`src/rtl/stream_pipe_v_pkg.sv`:
```
// ============================================================================
// Module   : stream_pipe_v_pkg
// Brief    : Stream width constants and the occupancy-counter sizing rule.
// Revision : 1.0 - initial release
// ============================================================================
`default_nettype none

package stream_pipe_v_pkg;

    localparam int c_DEF_DATA_BITS  = 8;
    localparam int c_DEF_STAGES     = 2;
    localparam int c_DEF_COUNT_BITS = 2;

    // Counter must represent 0..stages inclusive.
    function automatic int min_count_bits(input int stages);
        return $clog2(stages + 1);
    endfunction

endpackage

`default_nettype wire

```
`src/rtl/stream_stage_v.sv`:
```
// ============================================================================
// Module   : stream_stage_v
// Brief    : One forward-registered stream stage: valid/data flops plus take.
// Revision : 1.0 - initial release
// ============================================================================
`default_nettype none

module stream_stage_v
    import stream_pipe_v_pkg::*;
#(
    parameter int DataBits = c_DEF_DATA_BITS
) (
    input  logic                clk,
    input  logic                rst_n,
    input  logic                up_valid,
    input  logic [DataBits-1:0] up_data,
    input  logic                down_take,
    output logic                take,
    output logic                valid,
    output logic [DataBits-1:0] data
);

    logic                r_valid;
    logic [DataBits-1:0] r_data;

    // Empty stages always load, which is what collapses bubbles under stall.
    assign take  = ~r_valid | down_take;
    assign valid = r_valid;
    assign data  = r_data;

    always_ff @(posedge clk or negedge rst_n) begin
        if (!rst_n) begin
            r_valid <= 1'b0;
            r_data  <= '0;
        end else if (take) begin
            r_valid <= up_valid;
            if (up_valid) begin
                r_data <= up_data;
            end
        end
    end

endmodule

`default_nettype wire

```
`src/rtl/stream_pipe_v.sv`:
```
// ============================================================================
// Module   : stream_pipe_v
// Brief    : Forward-registered stream pipeline of Stages stages with occupancy.
// Revision : 1.0 - initial release
// ============================================================================
`default_nettype none

module stream_pipe_v
    import stream_pipe_v_pkg::*;
#(
    parameter int DataBits  = c_DEF_DATA_BITS,
    parameter int Stages    = c_DEF_STAGES,
    parameter int CountBits = c_DEF_COUNT_BITS
) (
    input  logic                 clk,
    input  logic                 rst_n,
    input  logic                 in_valid,
    output logic                 in_ready,
    input  logic [DataBits-1:0]  in_data,
    output logic                 out_valid,
    input  logic                 out_ready,
    output logic [DataBits-1:0]  out_data,
    output logic [CountBits-1:0] occupancy
);

    generate
        if (Stages < 1 || CountBits < min_count_bits(Stages)) begin : g_bad_params
            $error("stream_pipe_v: Stages must be >= 1 and 2**CountBits > Stages");
        end
    endgenerate

    logic [Stages-1:0]               w_valid;
    logic [Stages-1:0]               w_take;
    logic [Stages-1:0][DataBits-1:0] w_data;
    logic                            w_push;
    logic                            w_pop;
    logic [CountBits-1:0]            r_occupancy;

    generate
        for (genvar i = 0; i < Stages; i++) begin : g_stage
            logic                w_up_valid;
            logic [DataBits-1:0] w_up_data;
            logic                w_down_take;

            if (i == 0) begin : g_first
                assign w_up_valid = in_valid;
                assign w_up_data  = in_data;
            end else begin : g_inner
                assign w_up_valid = w_valid[i-1];
                assign w_up_data  = w_data[i-1];
            end

            if (i == Stages - 1) begin : g_last
                assign w_down_take = out_ready;
            end else begin : g_mid
                assign w_down_take = w_take[i+1];
            end

            stream_stage_v #(
                .DataBits (DataBits)
            ) u_stage (
                .clk       (clk),
                .rst_n     (rst_n),
                .up_valid  (w_up_valid),
                .up_data   (w_up_data),
                .down_take (w_down_take),
                .take      (w_take[i]),
                .valid     (w_valid[i]),
                .data      (w_data[i])
            );
        end
    endgenerate

    assign in_ready  = w_take[0];
    assign out_valid = w_valid[Stages-1];
    assign out_data  = w_data[Stages-1];
    assign occupancy = r_occupancy;

    assign w_push = in_valid & w_take[0];
    assign w_pop  = w_valid[Stages-1] & out_ready;

    always_ff @(posedge clk or negedge rst_n) begin
        if (!rst_n) begin
            r_occupancy <= '0;
        end else if (w_push & ~w_pop) begin
            r_occupancy <= r_occupancy + CountBits'(1);
        end else if (~w_push & w_pop) begin
            r_occupancy <= r_occupancy - CountBits'(1);
        end
    end

endmodule

`default_nettype wire

```
`config.mk`:
```
export PLATFORM = sky130hd
export DESIGN_NAME = stream_pipe_v
export DESIGN_NICKNAME = d
export VERILOG_FILES = /design/src/rtl/stream_pipe_v_pkg.sv /design/src/rtl/stream_stage_v.sv /design/src/rtl/stream_pipe_v.sv
export SDC_FILE = /design/constraint.sdc
export NUM_CORES = 1
export LEC_CHECK = 0
export CORE_MARGIN = 4
export CORE_UTILIZATION = 25
export DETAILED_ROUTE_END_ITERATION = 12
export GPL_TIMING_DRIVEN = 0
export PLACE_DENSITY_LB_ADDON = 0.12
export RECOVER_POWER = 50
export SETUP_SLACK_MARGIN = 0.2
export SLEW_MARGIN = 20
export SYNTH_ARGS = -nofsm -noshare
export SYNTH_HDL_FRONTEND = slang
export SYNTH_SLANG_ARGS = --single-unit
export TNS_END_PERCENT = 20
```
`constraint.sdc`:
```
create_clock -name clk -period 1.6 [get_ports clk]
set_input_delay 0.16 -clock clk [delete_from_list [all_inputs] [get_ports clk]]
set_output_delay 0.16 -clock clk [all_outputs]
set_load 0.01 [all_outputs]
```
==> results.txt <==
The flow ran to the end, and the final reports show no timing, DRC or antenna violations. OpenSTA, run right after detailed placement, puts the worst setup slack at -0.123 ns. From synthesis to final layout, the design area changed by 42.4%. After synthesis, the largest family of logic cells by area is multiplexers. dfrtp_1 takes more of the synthesized area than any other cell. The remaining global-route overflow came out at 0. Entering global routing, the biggest net connects 21 pins. The setup TNS is 0 ns. The largest vdd supply drop came out at 0.433 mV. In this run switching power makes up 26.5% of total power. The design internal power is 1.05 mW. The sink count of the clock tree came out at 20.

The number of antenna violations at the first check in global routing came out at 0. The number of nets in the synthesized netlist is 62. The worst setup path is launched from a flip-flop. Ranked by instance count, the synthesized netlist is headed by dfrtp_1, mux2_4, mux2_2, xor2_1.

0 antenna diodes ended up in the layout. The clock share of power came out at 20.5%. The mean cell area of the mapped netlist came out at 17.0 µm².

The initial utilization of the core area, before any placement, comes to 26.7%. The total detailed-routing wirelength is 1500 µm. The final hold violation count is 0. The count of input and output buffers is 23.

The worst path arrival time is 1.30 ns. Sequential elements use 60.0% of the synthesized area. Derived from the worst setup path, the maximum achievable clock frequency is 685 MHz. The critical path's slowest cell is dfrtp_1. For this design the total switching power over the nets is 379 µW.

The final critical path time including I/O delays and setup came out at 1.46 ns. The biggest cell delay along the critical path came out at 0.45 ns. The number of global-route vias before repair came out at 524. The max capacitance violation total is 0. Summed over all nets, the half-perimeter wirelength after detailed placement is 1040 µm. The post-synthesis instance area came out at 835 µm². At the worst endpoint, the required time is 1.44 ns.

The classification of the worst setup path is flip-flop to output pin. The count of final setup violators is 0. The async set-or-reset flop fraction in the synthesized netlist is 100%. After clock tree synthesis, the clock-pin slew on the worst setup and hold paths is 0.11 ns. In the routed layout, each cell is associated on average with a via count of 3.86. The tree is rooted in a clkbuf_4. The boundary pin count is 24.

The worst register-to-register path has a depth of 7. The number of nets in the layout came out at 95. The worst-case clock skew is 0.000390 ns. The complex-gate fraction of the synthesized area is 0%. Broken down by cell family, the worst path's largest delay share belongs to flip-flops. The worst setup path endpoint is in_ready. The largest fanout of any net on the critical path came out at 4.

In the synthesized netlist, the number of instances is 49. The combinational share of power came out at 31.4%. The most common flop cell mapped by yosys is dfrtp_1. After routing the design area is 1190 µm². The first global-routing pass estimated 2420 µm of wire. The clock tree from TritonCTS is done. The first-pass iteration count of the detailed router is 3. The share of cells above drive strength 1 came out at 34.6%. The most critical setup path has its startpoint at g_stage[1].u_stage.valid. For the worst-skew pair, the clock arrives at the later sink with an insertion delay of 0.29 ns. The multiplexer share of the synthesized area is 25.2%. Power spread over the standard cell area amounts to 1200 nW/µm². The slack of the critical path came out at 0.139 ns. The routed length per placed instance is 12.0 µm. The ratio of final minimum period to clock period came out at 91.3%. The leakage dissipation came out at 0.523 nW. The end-of-flow core utilization is 38.0%. The flop-to-flop setup slack came out at 0.21 ns.

The global-route usage over all layers is 7.94%. Measured against its own limit, the worst slew margin works out to 40.4%. The congestion estimate from routability-driven global placement came to 0.629.

The number of DRC markers after the initial detailed-route iteration is 4. The number of buffers created by CTS is 3. The total count of max-transition violations in the final report was 0. After detailed routing, the number of remaining DRC violations is 0. The xor and xnor fraction of the mapped netlist area came out at 3.15%. The synthesis-stage register bit count is 20. Setup repair after global routing could not meet its margin everywhere.

The x dimension of the die is 65.8 µm. The adder-cell share of the synthesized area came out at 1.50%. The number of buffers between clock root and the deepest sink came out at 2. The count of yosys warnings during synthesis is 0. The detail route stage leaves a number of antenna-violating nets equal to 0. The area of placed instances came out at 1120 µm². The area fraction in and, or, nand and nor cells after synthesis is 9.75%.

By area the synthesized netlist is led by dfrtp_1, mux2_4, mux2_2, nand2_8, nand3b_4. In this run, flip-flops and latches consume 48.1% of the power. The startpoint identified for the worst register-to-register timing path is g_stage[1].u_stage.valid.

The synthesized design contains 0 enable-type register cells. The signal on the critical path passes through nand3b_4 -> buf_4 -> dlygate4sd2_1. Summing over every cut layer, the via total after detailed routing is 482.

The endpoint identified for the worst register-to-register timing path is occupancy[1]. The number of cell rows came out at 20. The unique cell type count in the Yosys netlist came out at 16. The min-delay analysis places its worst path in the category input port to async pin.

The overall die area is 4330 µm². At the pin with the least slew margin, the transition time is 0.891 ns. The number of levels in the clock H-tree came out at 1.

In this run the biggest area consumer among cell types represents 60.0% of the synthesized area. Yosys instantiated no cell more often than dfrtp_1. The core region area came out at 3130 µm².

The worst setup path is captured at an output pin. The critical path runs through a total of 3 cells. The die is 65.8 µm tall. The buffers plus inverters on the worst setup path came out at 2.
[flip-flops by register name, summed over array words and instances (netlist names)]
name                   cells
g_stage.u_stage.valid      2
g_stage.u_stage.data      16
occupancy                  2
[power groups by stage]
stage               clock (mW)  sequential (mW)  combinational, mW
floorplan                    0            0.732              0.174
global placement             0            0.700              0.443
detailed placement           0            0.702              0.447
CTS                      0.308            0.691              0.449
global route             0.321            0.703              0.484
finish                   0.293            0.687              0.449
[area by class of cell]
type	count	area [µm²]
fillers	328	1940
clock buffers	4	36.3
repair buffers	28	263
flip-flops and latches	20	502
inverters	1	3.75
multi-input cells	28	329
well taps	44	55.1
[layer usage]
layer | up-vias | track usage [%] | routed length [µm]
li1 | 234 | - | -
met1 | 233 | 9.15 | 655
met2 | 13 | 11.9 | 710
met3 | 2 | 2.21 | 95
met4 | 0 | 6.99 | 34
met5 | - | 0 | 0
[through the flow]
stage	instances	hold WS, ns	power (mW)
floorplan	49	-0.136	0.906
global placement	116	0.458	1.14
detailed placement	116	0.465	1.15
CTS	120	0.388	1.45
global route	125	0.458	1.51
finish	125	0.422	1.43
[kinds of logic (layout without fill, tap and decap cells)]
family,count (synthesis),in the layout
muxes,16,16
DFF,20,20
buffers and inverters,1,33
and+or+nand+nor,8,8
xor gates and xnor gates,3,3
adders and majority gates,1,1
[cells in the final DEF, fill, tap and decap left out, types with 2 or more instances in the layout]
| cell type | netlist | final |
|---|---|---|
| mux2_1 | 1 | 2 |
| dfrtp_1 | 20 | 19 |
| mux2_4 | 8 | 7 |
| xor2_1 | 2 | 2 |
| clkdlybuf4s50_1 | 0 | 20 |
| clkbuf_4 | 0 | 3 |
| buf_4 | 0 | 4 |
| mux2_2 | 7 | 7 |
[repair_timing]
action                                 in CTS  in global routing
pin swaps                                   0                  4
setup buffers                               0                  5
setup endpoints to repair                   4                  8
endpoints found under the hold margin       0                  0
gates resized for setup                     2                  2
hold buffers                                0                  0
[worst register-to-register path: cells and delay by family, from the launching register on]
family / cells / cell delay [ns]
flip-flops: 1 / 0.45
AND/OR/NAND/NOR: 3 / 0.35
XOR/XNOR: 2 / 0.30
adder cells (fa/ha/maj): 1 / 0.17
buffers and inverters: 1 / 0.04
[worst min path at each step]
| stage | start | to | slack (ns) | depth (start not counted) |
|---|---|---|---|---|
| 3_5_place_dp | occupancy[1] | occupancy[1] | 0.46 | 1 |
| 5_1_grt | in_data[1] | g_stage[0].u_stage.data[1] | 0.46 | 2 |
| 6_report | rst_n | occupancy[0] | 0.42 | 1 |
| 2_1_floorplan | rst_n | g_stage[0].u_stage.data[0] | -0.14 | 0 |
| 3_3_place_gp | occupancy[1] | occupancy[1] | 0.46 | 1 |
| 4_1_cts | rst_n | g_stage[0].u_stage.data[2] | 0.39 | 1 |
(Power assumes the default switching activity.)
